File: src/rtl/packet_ingress_parser_pkg.sv
// Shared types for the ingress parser: the 5-tuple handed to the classifier,
// IPv4 header constants, the parser state encoding and the checksum fold helper.
package packet_ingress_parser_pkg;

   localparam logic [3:0] IPV4_VERSION = 4'd4;
   localparam logic [3:0] MIN_IHL      = 4'd5;
   localparam logic [7:0] PROTO_TCP    = 8'd6;
   localparam logic [7:0] PROTO_UDP    = 8'd17;

   // Field order matches the classifier's packet_s key.
   typedef struct packed {
      logic [31:0] src_ip;
      logic [31:0] dst_ip;
      logic [15:0] src_port;
      logic [15:0] dst_port;
      logic [7:0]  protocol;
   } tuple_s;

   typedef enum logic [2:0] {
      ST_IDLE,
      ST_HDR,
      ST_L4,
      ST_TAIL,
      ST_DRAIN
   } parser_state_e;

   // Fold a 32-bit ones'-complement accumulator to 16 bits. Two folds are
   // enough for any IPv4 header length.
   function automatic logic [15:0] csum_fold(input logic [31:0] sum);
      logic [16:0] f1;
      f1 = {1'b0, sum[15:0]} + {1'b0, sum[31:16]};
      return f1[15:0] + {15'd0, f1[16]};
   endfunction

endpackage

File: src/rtl/packet_ingress_parser_if.sv
// Stream input, tuple dispatch and status signals of the ingress parser.
// slave: the parser itself; master: whatever drives the stream and consumes tuples.
interface packet_ingress_parser_if #(
   parameter int FIFO_DEPTH = 8,
   parameter int CNT_W      = 16
);
   logic                          s_valid;
   logic                          s_ready;
   logic [31:0]                   s_data;
   logic                          s_last;
   logic                          out_valid;
   logic [31:0]                   src_ip;
   logic [31:0]                   dst_ip;
   logic [15:0]                   src_port;
   logic [15:0]                   dst_port;
   logic [7:0]                    protocol;
   logic                          ready_to_process;
   logic [$clog2(FIFO_DEPTH):0]   fifo_level;
   logic [CNT_W-1:0]              drop_count;
   logic [CNT_W-1:0]              malformed_count;

   modport slave (
      input  s_valid, s_data, s_last, ready_to_process,
      output s_ready, out_valid, src_ip, dst_ip, src_port, dst_port, protocol,
             fifo_level, drop_count, malformed_count
   );

   modport master (
      output s_valid, s_data, s_last, ready_to_process,
      input  s_ready, out_valid, src_ip, dst_ip, src_port, dst_port, protocol,
             fifo_level, drop_count, malformed_count
   );
endinterface

File: src/rtl/packet_ingress_parser_tuple_fifo.sv
// Single-clock tuple FIFO. A push while full is accepted only when a pop
// happens on the same edge; the slot being overwritten is the head leaving.
module packet_ingress_parser_tuple_fifo
   import packet_ingress_parser_pkg::*;
#(
   parameter int DEPTH = 8
) (
   input  logic                    clk,
   input  logic                    reset,
   input  logic                    push,
   input  logic                    pop,
   input  tuple_s                  din,
   output tuple_s                  dout,
   output logic                    full,
   output logic                    empty,
   output logic [$clog2(DEPTH):0]  level
);
   localparam int AW = $clog2(DEPTH);
   localparam logic [AW-1:0] PTR_ONE  = 1;
   localparam logic [AW:0]   LVL_ONE  = 1;
   localparam logic [AW:0]   LVL_FULL = (AW+1)'(DEPTH);

   tuple_s        mem [DEPTH];
   logic [AW-1:0] wr_ptr;
   logic [AW-1:0] rd_ptr;
   logic          push_ok;
   logic          pop_ok;

   assign full    = (level == LVL_FULL);
   assign empty   = (level == '0);
   assign push_ok = push && (!full || pop);
   assign pop_ok  = pop && !empty;
   assign dout    = mem[rd_ptr];

   // Pointer and occupancy bookkeeping; pointers wrap naturally at DEPTH.
   always_ff @(posedge clk) begin
      if (reset) begin
         wr_ptr <= '0;
         rd_ptr <= '0;
         level  <= '0;
      end else begin
         if (push_ok) wr_ptr <= wr_ptr + PTR_ONE;
         if (pop_ok)  rd_ptr <= rd_ptr + PTR_ONE;
         case ({push_ok, pop_ok})
            2'b10:   level <= level + LVL_ONE;
            2'b01:   level <= level - LVL_ONE;
            default: level <= level;
         endcase
      end
   end

   // Storage write; contents need no reset since level gates validity.
   always_ff @(posedge clk) begin
      if (push_ok) mem[wr_ptr] <= din;
   end

endmodule

File: src/rtl/packet_ingress_parser.sv
// IPv4 ingress parser: extracts the 5-tuple from a 32-bit word stream,
// queues it and issues it to the classifier one pulse at a time.
// Optional build macro IPV4_CSUM_CHECK_EN adds header checksum verification.
//
// state    | meaning
// ---------+-----------------------------------------------------------
// ST_IDLE  | waiting for word 0 (version / IHL check)
// ST_HDR   | header words 1..IHL-1, fields latched as they pass
// ST_L4    | next word carries TCP/UDP ports
// ST_TAIL  | good packet, consuming payload until s_last
// ST_DRAIN | rejected packet, consuming words until s_last
module packet_ingress_parser
   import packet_ingress_parser_pkg::*;
#(
   parameter int FIFO_DEPTH = 8,
   parameter int CNT_W      = 16
) (
   input  logic                    clk,
   input  logic                    reset,
   packet_ingress_parser_if.slave  bus
);
   localparam logic [CNT_W-1:0] CNT_ONE = 1;

   parser_state_e state_q, state_d;

   logic        acc;
   logic        ver_ok;
   logic        hdr_last;
   logic        l4_ok;
   logic        hdr_end;
   logic        commit;
   logic        malformed;
   logic        csum_bad;
   logic        bad_q;
   logic [3:0]  ihl_q;
   logic [3:0]  word_idx_q;
   logic [12:0] frag_q;
   logic [7:0]  proto_q;
   logic [31:0] src_q;
   logic [31:0] dst_q;
   logic [15:0] sport_q;
   logic [15:0] dport_q;

   tuple_s      commit_tuple;
   tuple_s      head;
   logic        fifo_full;
   logic        fifo_empty;
   logic        issue;
   logic        holdoff_q;
   logic        drop;
   logic [CNT_W-1:0] drop_q;
   logic [CNT_W-1:0] mal_q;

   // The parser never back-pressures; only reset holds the stream off.
   assign bus.s_ready = !reset;
   assign acc         = bus.s_valid && !reset;
   assign ver_ok      = (bus.s_data[31:28] == IPV4_VERSION) && (bus.s_data[27:24] >= MIN_IHL);
   assign hdr_last    = (word_idx_q == ihl_q - 4'd1);
   assign l4_ok       = ((proto_q == PROTO_TCP) || (proto_q == PROTO_UDP)) && (frag_q == '0);

`ifdef IPV4_CSUM_CHECK_EN
   logic [31:0] csum_acc_q;
   logic [31:0] csum_next;
   logic [31:0] word_halves;

   assign word_halves = {16'd0, bus.s_data[31:16]} + {16'd0, bus.s_data[15:0]};
   assign csum_next   = csum_acc_q + word_halves;
   assign csum_bad    = (csum_fold(csum_next) != 16'hFFFF);

   // Running ones'-complement sum over header halves; restarts on word 0.
   always_ff @(posedge clk) begin
      if (reset) begin
         csum_acc_q <= '0;
      end else if (acc && state_q == ST_IDLE) begin
         csum_acc_q <= word_halves;
      end else if (acc && state_q == ST_HDR) begin
         csum_acc_q <= csum_next;
      end
   end
`else
   assign csum_bad = 1'b0;
`endif

   // Parser state register.
   always_ff @(posedge clk) begin
      if (reset) state_q <= ST_IDLE;
      else       state_q <= state_d;
   end

   // Next state plus commit / malformed decisions for the word being accepted.
   always_comb begin
      state_d   = state_q;
      commit    = 1'b0;
      malformed = 1'b0;
      hdr_end   = 1'b0;
      if (acc) begin
         unique case (state_q)
            ST_IDLE: begin
               if (bus.s_last) malformed = 1'b1;
               else            state_d   = ver_ok ? ST_HDR : ST_DRAIN;
            end
            ST_HDR: begin
               if (bus.s_last) begin
                  malformed = 1'b1;
                  state_d   = ST_IDLE;
               end else if (hdr_last) begin
                  hdr_end = 1'b1;
                  state_d = l4_ok ? ST_L4 : ST_TAIL;
               end
            end
            ST_L4, ST_TAIL: begin
               if (bus.s_last) begin
                  commit    = !bad_q;
                  malformed = bad_q;
                  state_d   = ST_IDLE;
               end else begin
                  state_d   = ST_TAIL;
               end
            end
            ST_DRAIN: begin
               if (bus.s_last) begin
                  malformed = 1'b1;
                  state_d   = ST_IDLE;
               end
            end
            default: state_d = ST_IDLE;
         endcase
      end
   end

   // Header field capture as words stream past.
   always_ff @(posedge clk) begin
      if (reset) begin
         ihl_q      <= '0;
         word_idx_q <= '0;
         frag_q     <= '0;
         proto_q    <= '0;
         src_q      <= '0;
         dst_q      <= '0;
         sport_q    <= '0;
         dport_q    <= '0;
         bad_q      <= 1'b0;
      end else if (acc) begin
         case (state_q)
            ST_IDLE: begin
               ihl_q      <= bus.s_data[27:24];
               word_idx_q <= 4'd1;
               bad_q      <= !ver_ok;
            end
            ST_HDR: begin
               word_idx_q <= word_idx_q + 4'd1;
               case (word_idx_q)
                  4'd1:    frag_q  <= bus.s_data[12:0];
                  4'd2:    proto_q <= bus.s_data[23:16];
                  4'd3:    src_q   <= bus.s_data;
                  4'd4:    dst_q   <= bus.s_data;
                  default: ;
               endcase
               if (hdr_end) begin
                  sport_q <= '0;
                  dport_q <= '0;
                  bad_q   <= csum_bad;
               end
            end
            ST_L4: begin
               sport_q <= bus.s_data[31:16];
               dport_q <= bus.s_data[15:0];
            end
            default: ;
         endcase
      end
   end

   // When the port word is also the last word, take the ports straight off the bus.
   assign commit_tuple.src_ip   = src_q;
   assign commit_tuple.dst_ip   = dst_q;
   assign commit_tuple.src_port = (state_q == ST_L4) ? bus.s_data[31:16] : sport_q;
   assign commit_tuple.dst_port = (state_q == ST_L4) ? bus.s_data[15:0]  : dport_q;
   assign commit_tuple.protocol = proto_q;

   packet_ingress_parser_tuple_fifo #(
      .DEPTH (FIFO_DEPTH)
   ) u_fifo (
      .clk   (clk),
      .reset (reset),
      .push  (commit),
      .pop   (issue),
      .din   (commit_tuple),
      .dout  (head),
      .full  (fifo_full),
      .empty (fifo_empty),
      .level (bus.fifo_level)
   );

   assign issue = !reset && !fifo_empty && bus.ready_to_process && !holdoff_q;
   assign drop  = commit && fifo_full && !issue;

   // Holdoff blocks a second issue until the classifier has dropped ready.
   always_ff @(posedge clk) begin
      if (reset)                      holdoff_q <= 1'b0;
      else if (issue)                 holdoff_q <= 1'b1;
      else if (!bus.ready_to_process) holdoff_q <= 1'b0;
   end

   // Saturating status counters.
   always_ff @(posedge clk) begin
      if (reset) begin
         drop_q <= '0;
         mal_q  <= '0;
      end else begin
         if (drop && drop_q != '1)     drop_q <= drop_q + CNT_ONE;
         if (malformed && mal_q != '1) mal_q  <= mal_q + CNT_ONE;
      end
   end

   assign bus.out_valid       = issue;
   assign bus.src_ip          = head.src_ip;
   assign bus.dst_ip          = head.dst_ip;
   assign bus.src_port        = head.src_port;
   assign bus.dst_port        = head.dst_port;
   assign bus.protocol        = head.protocol;
   assign bus.drop_count      = drop_q;
   assign bus.malformed_count = mal_q;

endmodule

File: src/flat_wrapper.sv
// flat-port wrapper written by rule: the top's interface ports become plain ports
module packet_ingress_parser_flat import packet_ingress_parser_pkg::*;
#(
   parameter int FIFO_DEPTH = 8,
   parameter int CNT_W      = 16
)
  (clk, reset, bus_s_valid, bus_s_data, bus_s_last, bus_ready_to_process, bus_s_ready, bus_out_valid, bus_src_ip, bus_dst_ip, bus_src_port, bus_dst_port, bus_protocol, bus_fifo_level, bus_drop_count, bus_malformed_count);
  packet_ingress_parser_if #(.FIFO_DEPTH(FIFO_DEPTH), .CNT_W(CNT_W)) bus_i ();
  input  logic clk;
  input  logic reset;
  input wire logic [$bits(bus_i.s_valid)-1:0] bus_s_valid;
  input wire logic [$bits(bus_i.s_data)-1:0] bus_s_data;
  input wire logic [$bits(bus_i.s_last)-1:0] bus_s_last;
  input wire logic [$bits(bus_i.ready_to_process)-1:0] bus_ready_to_process;
  output wire logic [$bits(bus_i.s_ready)-1:0] bus_s_ready;
  output wire logic [$bits(bus_i.out_valid)-1:0] bus_out_valid;
  output wire logic [$bits(bus_i.src_ip)-1:0] bus_src_ip;
  output wire logic [$bits(bus_i.dst_ip)-1:0] bus_dst_ip;
  output wire logic [$bits(bus_i.src_port)-1:0] bus_src_port;
  output wire logic [$bits(bus_i.dst_port)-1:0] bus_dst_port;
  output wire logic [$bits(bus_i.protocol)-1:0] bus_protocol;
  output wire logic [$bits(bus_i.fifo_level)-1:0] bus_fifo_level;
  output wire logic [$bits(bus_i.drop_count)-1:0] bus_drop_count;
  output wire logic [$bits(bus_i.malformed_count)-1:0] bus_malformed_count;
  assign bus_i.s_valid = bus_s_valid;
  assign bus_i.s_data = bus_s_data;
  assign bus_i.s_last = bus_s_last;
  assign bus_i.ready_to_process = bus_ready_to_process;
  assign bus_s_ready = bus_i.s_ready;
  assign bus_out_valid = bus_i.out_valid;
  assign bus_src_ip = bus_i.src_ip;
  assign bus_dst_ip = bus_i.dst_ip;
  assign bus_src_port = bus_i.src_port;
  assign bus_dst_port = bus_i.dst_port;
  assign bus_protocol = bus_i.protocol;
  assign bus_fifo_level = bus_i.fifo_level;
  assign bus_drop_count = bus_i.drop_count;
  assign bus_malformed_count = bus_i.malformed_count;
  packet_ingress_parser #(.FIFO_DEPTH(FIFO_DEPTH), .CNT_W(CNT_W)) u_core (.clk(clk), .reset(reset), .bus(bus_i));
endmodule
File: config.mk
export PLATFORM = sky130hd
export DESIGN_NAME = packet_ingress_parser_flat
export DESIGN_NICKNAME = d
export VERILOG_FILES = /design/src/rtl/packet_ingress_parser_pkg.sv /design/src/rtl/packet_ingress_parser_if.sv /design/src/rtl/packet_ingress_parser_tuple_fifo.sv /design/src/rtl/packet_ingress_parser.sv /design/src/flat_wrapper.sv
export SDC_FILE = /design/constraint.sdc
export NUM_CORES = 1
export LEC_CHECK = 0
export BUFFER_PORTS_ARGS = -buffer_cell sky130_fd_sc_hd__buf_2
export CORE_AREA = 2 2 337 339
export DETAILED_ROUTE_END_ITERATION = 16
export DIE_AREA = 0 0 339 341
export SYNTH_ARGS = -nofsm -noshare
export SYNTH_HDL_FRONTEND = slang
export SYNTH_HIERARCHICAL = 1
export SYNTH_SLANG_ARGS = --single-unit
File: constraint.sdc
create_clock -name clk -period 27.5 [get_ports clk]
set_input_delay 2.75 -clock clk [delete_from_list [all_inputs] [get_ports clk]]
set_output_delay 2.75 -clock clk [all_outputs]
set_load 0.005 [all_outputs]
* Yosys cells after proc, flatten, opt, wreduce, memory -nomap -nowiden *
Memories as Yosys holds them, arrays and structs flattened. A register that Yosys moved wholly into a read port is not among the register bits.
Cells that the tools add are included.

word-level totals
  bits in registers = 172
  bits in writable memories = 832
  input port bits = 37
  output and inout bits = 142
  word-level logic and storage cells = 120
  memories kept = 1

cells by class
  $add $sub $neg = 8
  order comparisons = 1
  equal/unequal tests = 22
  mux-type cells = 34
  reduce and logical (&&, ||, !) cells = 38

memories
  name               depth  bits a word  read ports  clocked after memory_dff  write ports  RTL line                                source
  u_core.u_fifo.mem  8      104          1           1                         1            packet_ingress_parser_tuple_fifo.sv:23  tuple_s mem [DEPTH];

operators with widths
  operator                 number
  $pmux W16 S2             2
  $mux W16                 3
  $add A16 B1 Y16 const B  2
  $ne A16 B16 Y1 const B   2
  $mux W3                  7
  $reduce_and A3 Y1        6
  $mux W1                  16
  $pmux W4 S2              2
  $logic_not A13 Y1        1
  $logic_and A1 B1 Y1      12
  $pmux W3 S4              1
  $add A4 B1 Y4 const B    2
  $eq A4 B2 Y1 const B     2
  $eq A4 B3 Y1 const B     2
  $eq A8 B3 Y1 const B     1
  $eq A8 B5 Y1 const B     1
  $sub A4 B1 Y4 const B    2
  $logic_not A1 Y1         7
  $add A3 B1 Y3 const B    2
  $eq A3 B2 Y1 const B     2
  $reduce_bool A2 Y1       3
  $eq A4 B1 Y1 const B     1
  $eq A4 B4 Y1             1
  $eq A4 B4 Y1 const B     1
  other kinds (17)         22

* Depth between registers and ports, before layout *
Gate-level depths: netlist of the first run.

  depth in word-level cells = 9
  depth in mapped cells = 11
  mapped depth without buffers = 10

* Hierarchy *
Netlist of the first run, hierarchy kept.

by module, submodules not included
  module                            times used  cells each  area an instance (sq um)  seq. area each (sq um)
  packet_ingress_parser_tuple_fifo  1           1276        32282.2                   25244.2
  packet_ingress_parser             1           777         6747.7                    3243.1

* Worst setup path after synthesis of the first run *
No wires, ideal clock.

  kind = input-to-reg
  start point = input port reset
  end point = memory u_core/u_fifo/mem[0][0] (netlist bit), enable pin
  library setup time = 0.695 ns
  arrival = 11.084 ns
  required time = 26.805 ns
  path slack = 15.722 ns
  stages on the path = 4
  buffers on the path = 0
  cells stage by stage = nor4b_1 -> o21ai_2 -> or2_2 -> nor3_1

between the ends
  longest elaborated chain between the ends = 8
  elaborated cells on any way between the ends = 10
  those cells by class = mux (3); reduce/logical (7)

ends and longest elaborated chain
  element                            RTL line                                                   source
  from (decl)                        flat_wrapper.sv:10                                         input logic reset;
  $logic_not A1 Y1 *                 packet_ingress_parser.sv:56, packet_ingress_parser.sv:195
  $logic_and A1 B1 Y1 (3 in series)  packet_ingress_parser.sv:195                               assign issue = !reset && !fifo_empty && bus.ready_to_process && !holdoff_q;
  $logic_or A1 B1 Y1                 packet_ingress_parser_tuple_fifo.sv:31                     assign push_ok = push && (!full || pop);
  $logic_and A1 B1 Y1 *              packet_ingress_parser_tuple_fifo.sv:31
  $mux W1 *                          packet_ingress_parser_tuple_fifo.sv:54                     if (push_ok) mem[wr_ptr] <= din;
  $mux W1 (implied by the code) *    packet_ingress_parser_tuple_fifo.sv:54
  to (decl)                          packet_ingress_parser_tuple_fifo.sv:23

Mark *: on every way between the ends. The rest lies on a longest branch, timed or not.

==> results of run 1 <==
-- layer usage --
layer / track usage (%) / share of wire [%] / vias up
met5: 0 / 0.11 / -
met4: 3.66 / 1.9 / 20
met3: 3.94 / 7.4 / 143
met2: 26.8 / 49 / 669
met1: 21.6 / 42 / 10400
li1: - / - / 8581
-- critical path, stage by stage, from the launching register on --
cell and delay (ns):
dfxtp_4 1.07, buf_4 0.91, buf_4 1.00, mux4_2 0.42, mux2_4 0.30, buf_2 0.14
-- worst max path at each step --
stage / start / endpoint / slack (ns) / cells past startpoint
detailed placement: flop / bus_src_port[15] / 20.65 / 5
CTS: flop / bus_src_port[15] / 19.95 / 5
floorplan: reset / u_core/u_fifo/mem[0][0] / 15.72 / 4
global route: flop / bus_src_port[15] / 19.84 / 5
finish: flop / bus_dst_ip[15] / 20.07 / 5
global placement: flop / bus_src_port[15] / 20.69 / 5
-- per-stage QoR --
| stage | area [um2] | setup slack (ns) | instances | total power, W |
|---|---|---|---|---|
| floorplan | 39000 | 15.72 | 2053 | 0.00167 |
| global placement | 41400 | 20.69 | 3647 | 0.00169 |
| finish | 44600 | 20.07 | 3833 | 0.00296 |
| CTS | 44600 | 19.95 | 3832 | 0.00299 |
| detailed placement | 41400 | 20.65 | 3647 | 0.00169 |
| global route | 44600 | 19.84 | 3832 | 0.00305 |
-- cell usage in the layout, fill, tap and decap left out, types with 12 or more instances in the layout --
master	synthesis	layout
edfxtp_1	832	832
mux4_2	208	208
nand2_1	180	180
buf_2	37	177
dfxtp_1	175	172
clkbuf_16	0	99
a21oi_1	99	99
mux2_4	84	84
mux2_2	52	52
nor2_1	49	42
nand3_1	35	35
a22o_1	32	32
clkbuf_1	59	30
buf_4	3	30
clkinv_2	0	19
xnor2_1	17	17
clkbuf_8	0	14
xor2_1	14	14
clkinv_1	0	13
o21ai_0	13	13
inv_1	12	12
ha_1	12	12
-- layout make-up --
class                   instances  share of cell area, %
diodes                          1                0.00561
inverters                      12                  0.101
repair buffers                209                   2.58
well taps                    1500                   4.21
clock inverters                42                  0.875
multi-input cells             919                   22.1
flip-flops and latches       1007                   63.9
clock buffers                 143                   6.24
-- power by group through the flow --
stage,logic [W],clock network (W),registers [W]
finish,0.0000273,0.00130,0.00163
global route,0.0000283,0.00140,0.00163
CTS,0.0000270,0.00134,0.00163
detailed placement,0.0000270,0,0.00166
global placement,0.0000268,0,0.00166
floorplan,0.00000931,0,0.00166
-- logic make-up (layout without fill, tap and decap cells) --
logic type | count (synthesis) | count (layout) | share of synthesized area [%]
compound gates | 178 | 178 | 2.85
xor+xnor | 32 | 32 | 0.753
fa+ha+maj | 12 | 12 | 0.385
buf+inv | 127 | 406 | 1.91
flops | 1007 | 1007 | 73.0
mux | 355 | 355 | 17.0
other cells | 0 | 1 | 0
simple gates | 342 | 342 | 4.09
-- flip-flops by register name, indices dropped and copies added (netlist names), 3 cells and up, named ones only --
signal,cells
u_core/state_q,3
u_core/src_q,32
u_core/u_fifo/level,4
u_core/frag_q,13
u_core/u_fifo/wr_ptr,3
u_core/sport_q,16
u_core/u_fifo/rd_ptr,3
u_core/bus.drop_count,16
u_core/dport_q,16
u_core/ihl_q,4
u_core/u_fifo/mem,832
u_core/word_idx_q,4
u_core/proto_q,8
u_core/bus.malformed_count,16
u_core/dst_q,32
==> metrics.md, run 1 <==
| Metric | Value |
|---|---|
| Status | `finished, final reports clean` |
| Slew Limit Fails | `0` |
| Hpwl dp | `between 50 and 60 mm` |
| Boundary Pins | `around 180` |
| Fin crit share | `27.0%` |
| Drt total wl | `approximately 95 mm` |
| Via count | `slightly below 20000` |
| Drt pass-1 iters | `6` |
| Fin. Hold Viols | `0` |
| Max Freq | `135 MHz` |
| DRT iter0 DRCs | `about 1800` |
| Fin Clk Skew | `0.0553 ns` |
| Final setup fails | `0` |
| Switching Power | `0.000590 W` |
| H-tree depth | `3` |
| Area of all sequential standard cells | `~28000 um2` |
| Resized Gates After CTS | `0` |
| RSZ-0062 raised after global routing | `false` |
| Area Growth Syn to Fin | `14.3%` |
| Worst-skew pair later-pin latency | `0.69 ns` |
| Type of the worst setup path | `reg2out` |
| Sequential element share of the synthesized area | `73.0%` |
| Int Power | `0.00237 W` |
| Setup crit end kind | `output pin` |
| Peak supply drop | `0.0000545 V` |
| Initial antenna violation count | `13` |
| Row cnt | `123` |
| Worst slew pin tran | `1.21 ns` |
| Synthesis Warnings | `6` |
| GPL Wtd Cong | `0.787` |
| CP Max Fanout | `74` |
| Starting Density | `34.9%` |
| Combinational share of power | `less than 1%` |
| Netlist Area Pre-Place | `39000 um2` |
| CP arrival | `4.68 ns` |
| Unique cell type count in the Yosys netlist | `65` |
| Worst hold path stage count | `2` |
| DR DRC count | `0` |
| Area of the multi-input gates | `9860 um2` |
| All-layer global routing usage | `approximately 16%` |
| Power per cell area | `about 66 nW/um2` |
| Cell with the most instances after synthesis | `edfxtp_1` |
| Top FF cell, synth | `edfxtp_1` |
| Seq pwr share | `55.0%` |
| Seq cells post-synth | `1007` |
| Post-CTS Setup Inserts | `0` |
| Die width | `approximately 340 um` |
| Hold_buf cts | `0` |
| Core footprint | `112000 um2` |
| Clk buf depth | `3` |
| Nets | `2297` |
| CTS root buf | `clkbuf_16` |
| Leading cell types by count after synthesis | `edfxtp_1, mux4_2, nand2_1` |
| Die area | `116000 um2` |
| Net Sw Frac | `20.0%` |
| Synth top area cells | `edfxtp_1, mux4_2, dfxtp_1` |
| Layout cell share with drive strength beyond 1 | `30.7%` |
| Yosys top cell area share | `about 64%` |
| Max Cap Viol | `0` |
| Hold Slack | `about 0.47 ns` |
| Reg2reg start | `u_core/u_fifo/level[1]` |
| Biggest area consumer among synthesized cells | `edfxtp_1` |
| Fillers | `9969` |
| Worst R2R Setup Slack | `~23 ns` |
| Post-synthesis instance total | `~2000` |
| Worst-case reg-to-reg path depth | `8` |
| Synth Net Count | `2102` |
| Vias in the first global route | `20400` |
| Hold Crit Start | `u_core/frag_q[11]` |
| Clk pin slew, worst setup/hold paths | `0.06 ns` |
| CTS sink count | `1007` |
| PortBufs | `roughly 180` |
| HP Class | `reg2reg` |
| Cell leakage power | `14.0 nW` |
| Avg Synthesized Cell Area | `19.0 um2` |
| Grt total ovfl | `0` |
| Die extent in y | `341 um` |
| CTS Buf Count | `99` |
| Clock share of power | `44.0%` |
| Critical Path RT | `~25 ns` |
| Routed Antenna Nets | `0` |
| CTS tree | `built` |
| Ys async rst share | `0%` |
| Final core utilization | `between 30% and 40%` |
| Pin count of the biggest net entering global routing | `105` |
| First-pass GRT wire length | `approximately 140 mm` |
| Setup TNS | `0 ns` |
| Routed WL per cell | `24.8 um` |
| Post-synth EDFFs | `832` |
| DR vias/cell | `5.18` |
| Final min period | `7.43 ns` |
| Worst slew margin | `19.6%` |
| RR Endpoint | `u_core/u_fifo/mem[2][58]` |
| Hold endpoint | `u_core/frag_q[11]` |
| Startpoint types | `flop` |
No activity file was read; power rests on OpenSTA's default activity.
==> inputs of run 2 (changes only) <==
==> constraint.sdc (replaced) <==
create_clock -name clk -period 7.1 [get_ports clk]
set_input_delay 0.71 -clock clk [delete_from_list [all_inputs] [get_ports clk]]
set_output_delay 0.71 -clock clk [all_outputs]
set_load 0.005 [all_outputs]
==> run 2 against run 1 <==
Die area unchanged; hold slack got worse by 0.16 ns; critical path depth decreased by 1; final cell count increased by 0.31%; critical path type unchanged; largest cell class unchanged.
==> metrics.md, run 2 (synthesis gave the netlist of run 1 again) <==
| Metric | Value |
|---|---|
| Row cnt | `123` |
| First-pass GRT wire length | `roughly 140 mm` |
| Resized Gates After CTS | `0` |
| Core footprint | `112000 um2` |
| PortBufs | `178` |
| Slew Limit Fails | `0` |
| Combinational share of power | `0.9%` |
| RSZ-0062 raised after global routing | `false` |
| Worst slew margin | `21.6%` |
| Type of the worst setup path | `reg2out` |
| Hold_buf cts | `0` |
| Biggest regs | `u_core/u_fifo/mem (832), u_core/dst_q (32), u_core/src_q (32)` |
| Boundary Pins | `179` |
| Starting Density | `34.9%` |
| Setup crit end kind | `output pin` |
| Worst hold path stage count | `2` |
| Clock share of power | `44.9%` |
| GPL Wtd Cong | `between 0.7 and 0.8` |
| Setup TNS | `0 ns` |
| Max Freq | `around 250 MHz` |
| Critical Path RT | `6.39 ns` |
| Int Power | `slightly above 0.009 W` |
| Worst-case reg-to-reg path depth | `6` |
| Startpoint types | `flop` |
| Final setup fails | `0` |
| CTS root buf | `clkbuf_16` |
| H-tree depth | `3` |
| Seq pwr share | `54.2%` |
| Fin crit share | `~56%` |
| Final core utilization | `between 40% and 50%` |
| Cell leakage power | `~14 nW` |
| Final Worst Setup Slack | `~3.2 ns` |
| Pin count of the biggest net entering global routing | `112` |
| Pre-CTS WS | `3.26 ns` |
| Vias in the first global route | `20400` |
| Most frequent cells in the layout | `edfxtp_1, mux4_2, nand2_1` |
| Clk pin slew, worst setup/hold paths | `0.06 ns` |
| Peak supply drop | `0.000199 V` |
| CP Max Fanout | `69` |
| Fillers | `9962` |
| Drt pass-1 iters | `5` |
| CTS Buf Count | `100` |
| Post-route cell area | `44800 um2` |
| Die extent in y | `341 um` |
| CP arrival | `roughly 3.2 ns` |
| Layout cell share with drive strength beyond 1 | `roughly 31%` |
| DRT iter0 DRCs | `1946` |
| Max reg flops | `about 830` |
| Hpwl dp | `55.4 mm` |
| CTS sink count | `1007` |
| DR DRC count | `0` |
| Power per cell area | `between 200 and 300 nW/um2` |
| Fin. Hold Viols | `0` |
| DR vias/cell | `5.12` |
| All-layer global routing usage | `about 16%` |
| Die width | `between 300 and 400 um` |
| Post-CTS Setup Inserts | `0` |
| Switching Power | `0.00231 W` |
| Fin Clk Skew | `0.0459 ns` |
| Drt total wl | `between 90 and 100 mm` |
| Max Cap Viol | `0` |
| Clk buf depth | `3` |
| Placed cell area | `41500 um2` |
| Status | `finished, final reports clean` |
| Final min period | `roughly 3.9 ns` |
| Routed Antenna Nets | `0` |
| Worst slew pin tran | `approximately 1.2 ns` |
| HP Class | `in2reg` |
| Routed WL per cell | `24.3 um` |
| Initial antenna violation count | `18` |
| Die area | `about 120000 um2` |
| Most common cell after layout, fill and taps aside | `edfxtp_1` |
| Via count | `19700` |
| Grt total ovfl | `0` |
| Area Growth Syn to Fin | `14.8%` |
| CTS tree | `built` |
| Nets | `around 2300` |
| Net Sw Frac | `19.9%` |
| Worst-skew pair later-pin latency | `0.69 ns` |
| Largest Register | `u_core/u_fifo/mem` |
-- run 2: cell types whose count changed in the layout (fill, tap and decap cells not counted), moves of 3 or more --
cell | before | now
clkbuf_1 | 30 | 22
clkbuf_8 | 14 | 8
bufinv_16 | 3 | 8
clkinv_1 | 13 | 18
clkinv_8 | 0 | 3
clkinvlp_4 | 1 | 5
buf_4 | 30 | 34
-- run 2: worst paths after layout --
kind	end	startpoint	slack, ns
setup / recovery	bus_dst_port[11]	flop	3.15
hold / removal	u_core/holdoff_q	bus_ready_to_process	0.31
setup reg to reg	u_core/u_fifo/mem[3][7]	u_core/u_fifo/level[1]	3.72
hold reg to reg	u_core/frag_q[1]	u_core/frag_q[1]	0.46
-- run 2: worst max-delay path: stages, from the launching register on --
cell	delay [ns]
dfxtp_4	0.70
buf_4	0.95
mux4_2	0.43
mux2_4	0.34
buf_2	0.14
-- run 2: power groups by stage --
stage,logic [W],registers (W),clock network (W)
after detailed placement,0.000101,0.00643,0
after global routing,0.000107,0.00630,0.00558
after CTS,0.000101,0.00631,0.00534
after floorplan,0.0000361,0.00643,0
final,0.000103,0.00631,0.00522
after global placement,0.0000991,0.00643,0
-- run 2: cell type report --
class	instances	area, um2	area share [%]
sequential	1007	28500	63.6
timing repair buffer	214	1200	2.68
antenna	3	7.51	0.0168
tap	1500	1880	4.19
clock buffer	130	2700	6.02
clock inverter	60	603	1.35
inverter	12	45.0	0.101
multi-input combinational	919	9880	22.0
-- run 2: per-stage QoR --
| step | instances | hold slack, ns | power (W) |
|---|---|---|---|
| 2_1_floorplan | 2053 | 0.436 | 0.00647 |
| 3_3_place_gp | 3652 | 0.442 | 0.00653 |
| 3_5_place_dp | 3652 | 0.451 | 0.00653 |
| 4_1_cts | 3842 | 0.270 | 0.0117 |
| 5_1_grt | 3842 | 0.292 | 0.0120 |
| 6_report | 3845 | 0.311 | 0.0116 |
-- run 2: layer usage --
layer	part of all wire [%]	track usage (%)
met1	42	21.5
met2	48	26.3
met3	7.1	3.45
met4	2.2	4.09
met5	0.086	0
==> inputs of run 3 (changes only) <==
==> constraint.sdc (replaced) <==
create_clock -name clk -period 3.6 [get_ports clk]
set_input_delay 0.36 -clock clk [delete_from_list [all_inputs] [get_ports clk]]
set_output_delay 0.36 -clock clk [all_outputs]
set_load 0.005 [all_outputs]
==> run 3 against run 2 <==
Via count increased by 1.9%; routed wire length increased by 2.7%; clock power increased by 100%; non-clock buffer count increased by 23; count of clock-buffer cells in the layout increased by 18; core utilization increased by 0.60 points; sequential power increased by 97%; final cell count increased by 0.62%; sequential share of layout area decreased by 0.92 points; register-to-register slack got worse by 3.1 ns; largest power group unchanged.
==> metrics.md, run 3 (synthesis gave the netlist of run 1 again) <==
| Metric | Value |
|---|---|
| CTS Buf Count | `102` |
| Most frequent cells in the layout | `edfxtp_1, mux4_2, nand2_1` |
| Area Growth Syn to Fin | `16.5%` |
| Resized Gates After CTS | `0` |
| All-layer global routing usage | `16.4%` |
| Initial antenna violation count | `16` |
| Most common cell after layout, fill and taps aside | `edfxtp_1` |
| Critical Path RT | `around 3.2 ns` |
| Via count | `approximately 20000` |
| Worst-case reg-to-reg path depth | `10` |
| Largest Register | `u_core/u_fifo/mem` |
| Max reg flops | `between 800 and 900` |
| Worst slew margin | `27.2%` |
| CP Max Fanout | `22` |
| Die area | `116000 um2` |
| Row cnt | `123` |
| H-tree depth | `3` |
| Fin. Hold Viols | `0` |
| CTS tree | `built` |
| CTS sink count | `around 1000` |
| Final min period | `3.12 ns` |
| Met3 usage | `3.75%` |
| Peak supply drop | `0.000424 V` |
| Setup TNS | `0 ns` |
| Setup crit end kind | `output pin` |
| Die width | `~340 um` |
| First-pass GRT wire length | `139 mm` |
| RSZ-0062 raised after global routing | `false` |
| Drt total wl | `around 96 mm` |
| Vias in the first global route | `~21000` |
| Final setup fails | `0` |
| GPL Wtd Cong | `0.800` |
| Type of the worst setup path | `reg2out` |
| End of the critical path | `bus_dst_port[10]` |
| CTS root buf | `clkbuf_16` |
| Fin crit share | `86.5%` |
| Post-CTS Setup Inserts | `0` |
| Area of the multi-input gates | `between 9000 and 10000 um2` |
| Worst slew pin tran | `1.09 ns` |
| Status | `finished, final reports clean` |
| Core footprint | `112000 um2` |
| Reg2reg start | `u_core/u_fifo/level[1]` |
| Pin count of the biggest net entering global routing | `80` |
| DR vias/cell | `5.18` |
| GR Layer Usage met1 | `21.8%` |
| PortBufs | `178` |
| Fillers | `9987` |
| DR DRC count | `0` |
| Clk buf depth | `3` |
| Power per cell area | `514 nW/um2` |
| DRT iter0 DRCs | `1793` |
| Starting Density | `34.9%` |
| Final Non-Filler Cells | `3869` |
| Nets | `roughly 2300` |
| Slew Limit Fails | `0` |
| RR Endpoint | `u_core/u_fifo/level[2]` |
| Routed Antenna Nets | `0` |
| Cell leakage power | `14.4 nW` |
| Max Cap Viol | `0` |
| Placed cell area | `42000 um2` |
| Boundary Pins | `179` |
| HP Class | `in2reg` |
| Biggest regs | `u_core/u_fifo/mem (832), u_core/dst_q (32), u_core/src_q (32)` |
| Clk pin slew, worst setup/hold paths | `0.07 ns` |
| Layout cell share with drive strength beyond 1 | `32.3%` |
| Hold_buf cts | `1` |
| Placed Instances | `~3700` |
| Drt pass-1 iters | `7` |
| Grt total ovfl | `0` |
| Total Power | `0.0234 W` |
| Area of all sequential standard cells | `28500 um2` |
| Worst R2R Setup Slack | `0.59 ns` |
| Max Freq | `321 MHz` |
| GRT busiest layer | `met2` |
| Global Route met2 Usage | `a little over a quarter` |
| Die extent in y | `341 um` |
| Startpoint types | `flop` |
| Routed WL per cell | `between 20 and 25 um` |
| Post-route cell area | `45500 um2` |
| CP arrival | `2.76 ns` |
| Hpwl dp | `roughly 57 mm` |
| Worst-skew pair later-pin latency | `~0.68 ns` |
| Fin Clk Skew | `approximately 0.047 ns` |
## run 3: cell types whose count changed in the layout (fill, tap and decap cells not counted), moves of 2 or more
| cell | previous run | this run |
|---|---|---|
| dfxtp_2 | 0 | 4 |
| clkbuf_16 | 100 | 105 |
| clkinv_2 | 20 | 12 |
| dfxtp_1 | 172 | 168 |
| diode_2 | 3 | 1 |
| buf_12 | 3 | 24 |
| clkinv_8 | 3 | 1 |
| clkinv_1 | 18 | 14 |
| clkbuf_8 | 8 | 21 |
## run 3: worst min-delay path by stage
stage | slack [ns] | startpoint | depth (start not counted) | to
2_1_floorplan | 0.44 | u_core/frag_q[11] | 2 | u_core/frag_q[11]
3_3_place_gp | 0.44 | u_core/frag_q[4] | 2 | u_core/frag_q[4]
3_5_place_dp | 0.45 | u_core/frag_q[4] | 2 | u_core/frag_q[4]
4_1_cts | 0.003 | bus_s_last | 4 | u_core/state_q[1]
5_1_grt | 0.04 | bus_s_data[28] | 3 | u_core/src_q[28]
6_report | 0.04 | bus_s_last | 4 | u_core/state_q[1]
## run 3: where the power goes
group | internal (W) | leakage, nW | switching (W)
combinational | 0.0000432 | 3.96 | 0.000179
clock | 0.00632 | 1.70 | 0.00441
sequential | 0.0124 | 8.70 | 0.00000900
## run 3: per-layer routing
layer / share of wire [%] / vias to the layer above
met1: 42 / 10500
met5: 0.061 / -
met2: 48 / 685
met4: 2.8 / 12
li1: - / 8652
met3: 7.3 / 168
## run 3: layout make-up
| type | instances | share of cell area, % |
|---|---|---|
| flip-flops and latches | 1007 | 62.7 |
| multi-input cells | 919 | 21.8 |
| clock buffers | 148 | 6.60 |
| well taps | 1500 | 4.13 |
| repair buffers | 237 | 3.60 |
| clock inverters | 45 | 1.09 |
| inverters | 12 | 0.0991 |
| diodes | 1 | 0.00550 |
## run 3: metrics by stage
step | worst slack (ns) | hold slack (ns) | utilization [%]
finish | 0.485 | 0.0445 | 40.6
global route | 0.327 | 0.0370 | 40.6
CTS | 0.391 | 0.00274 | 40.6
detailed placement | 0.600 | 0.453 | 37.5
global placement | 0.755 | 0.441 | 37.5
floorplan | -0.699 | 0.436 | -
## run 3: critical path, cell delays in order (launching register included)
cell	delay, ns
dfxtp_4	0.58
buf_4	0.49
mux4_2	0.59
mux2_4	0.30
buf_2	0.13
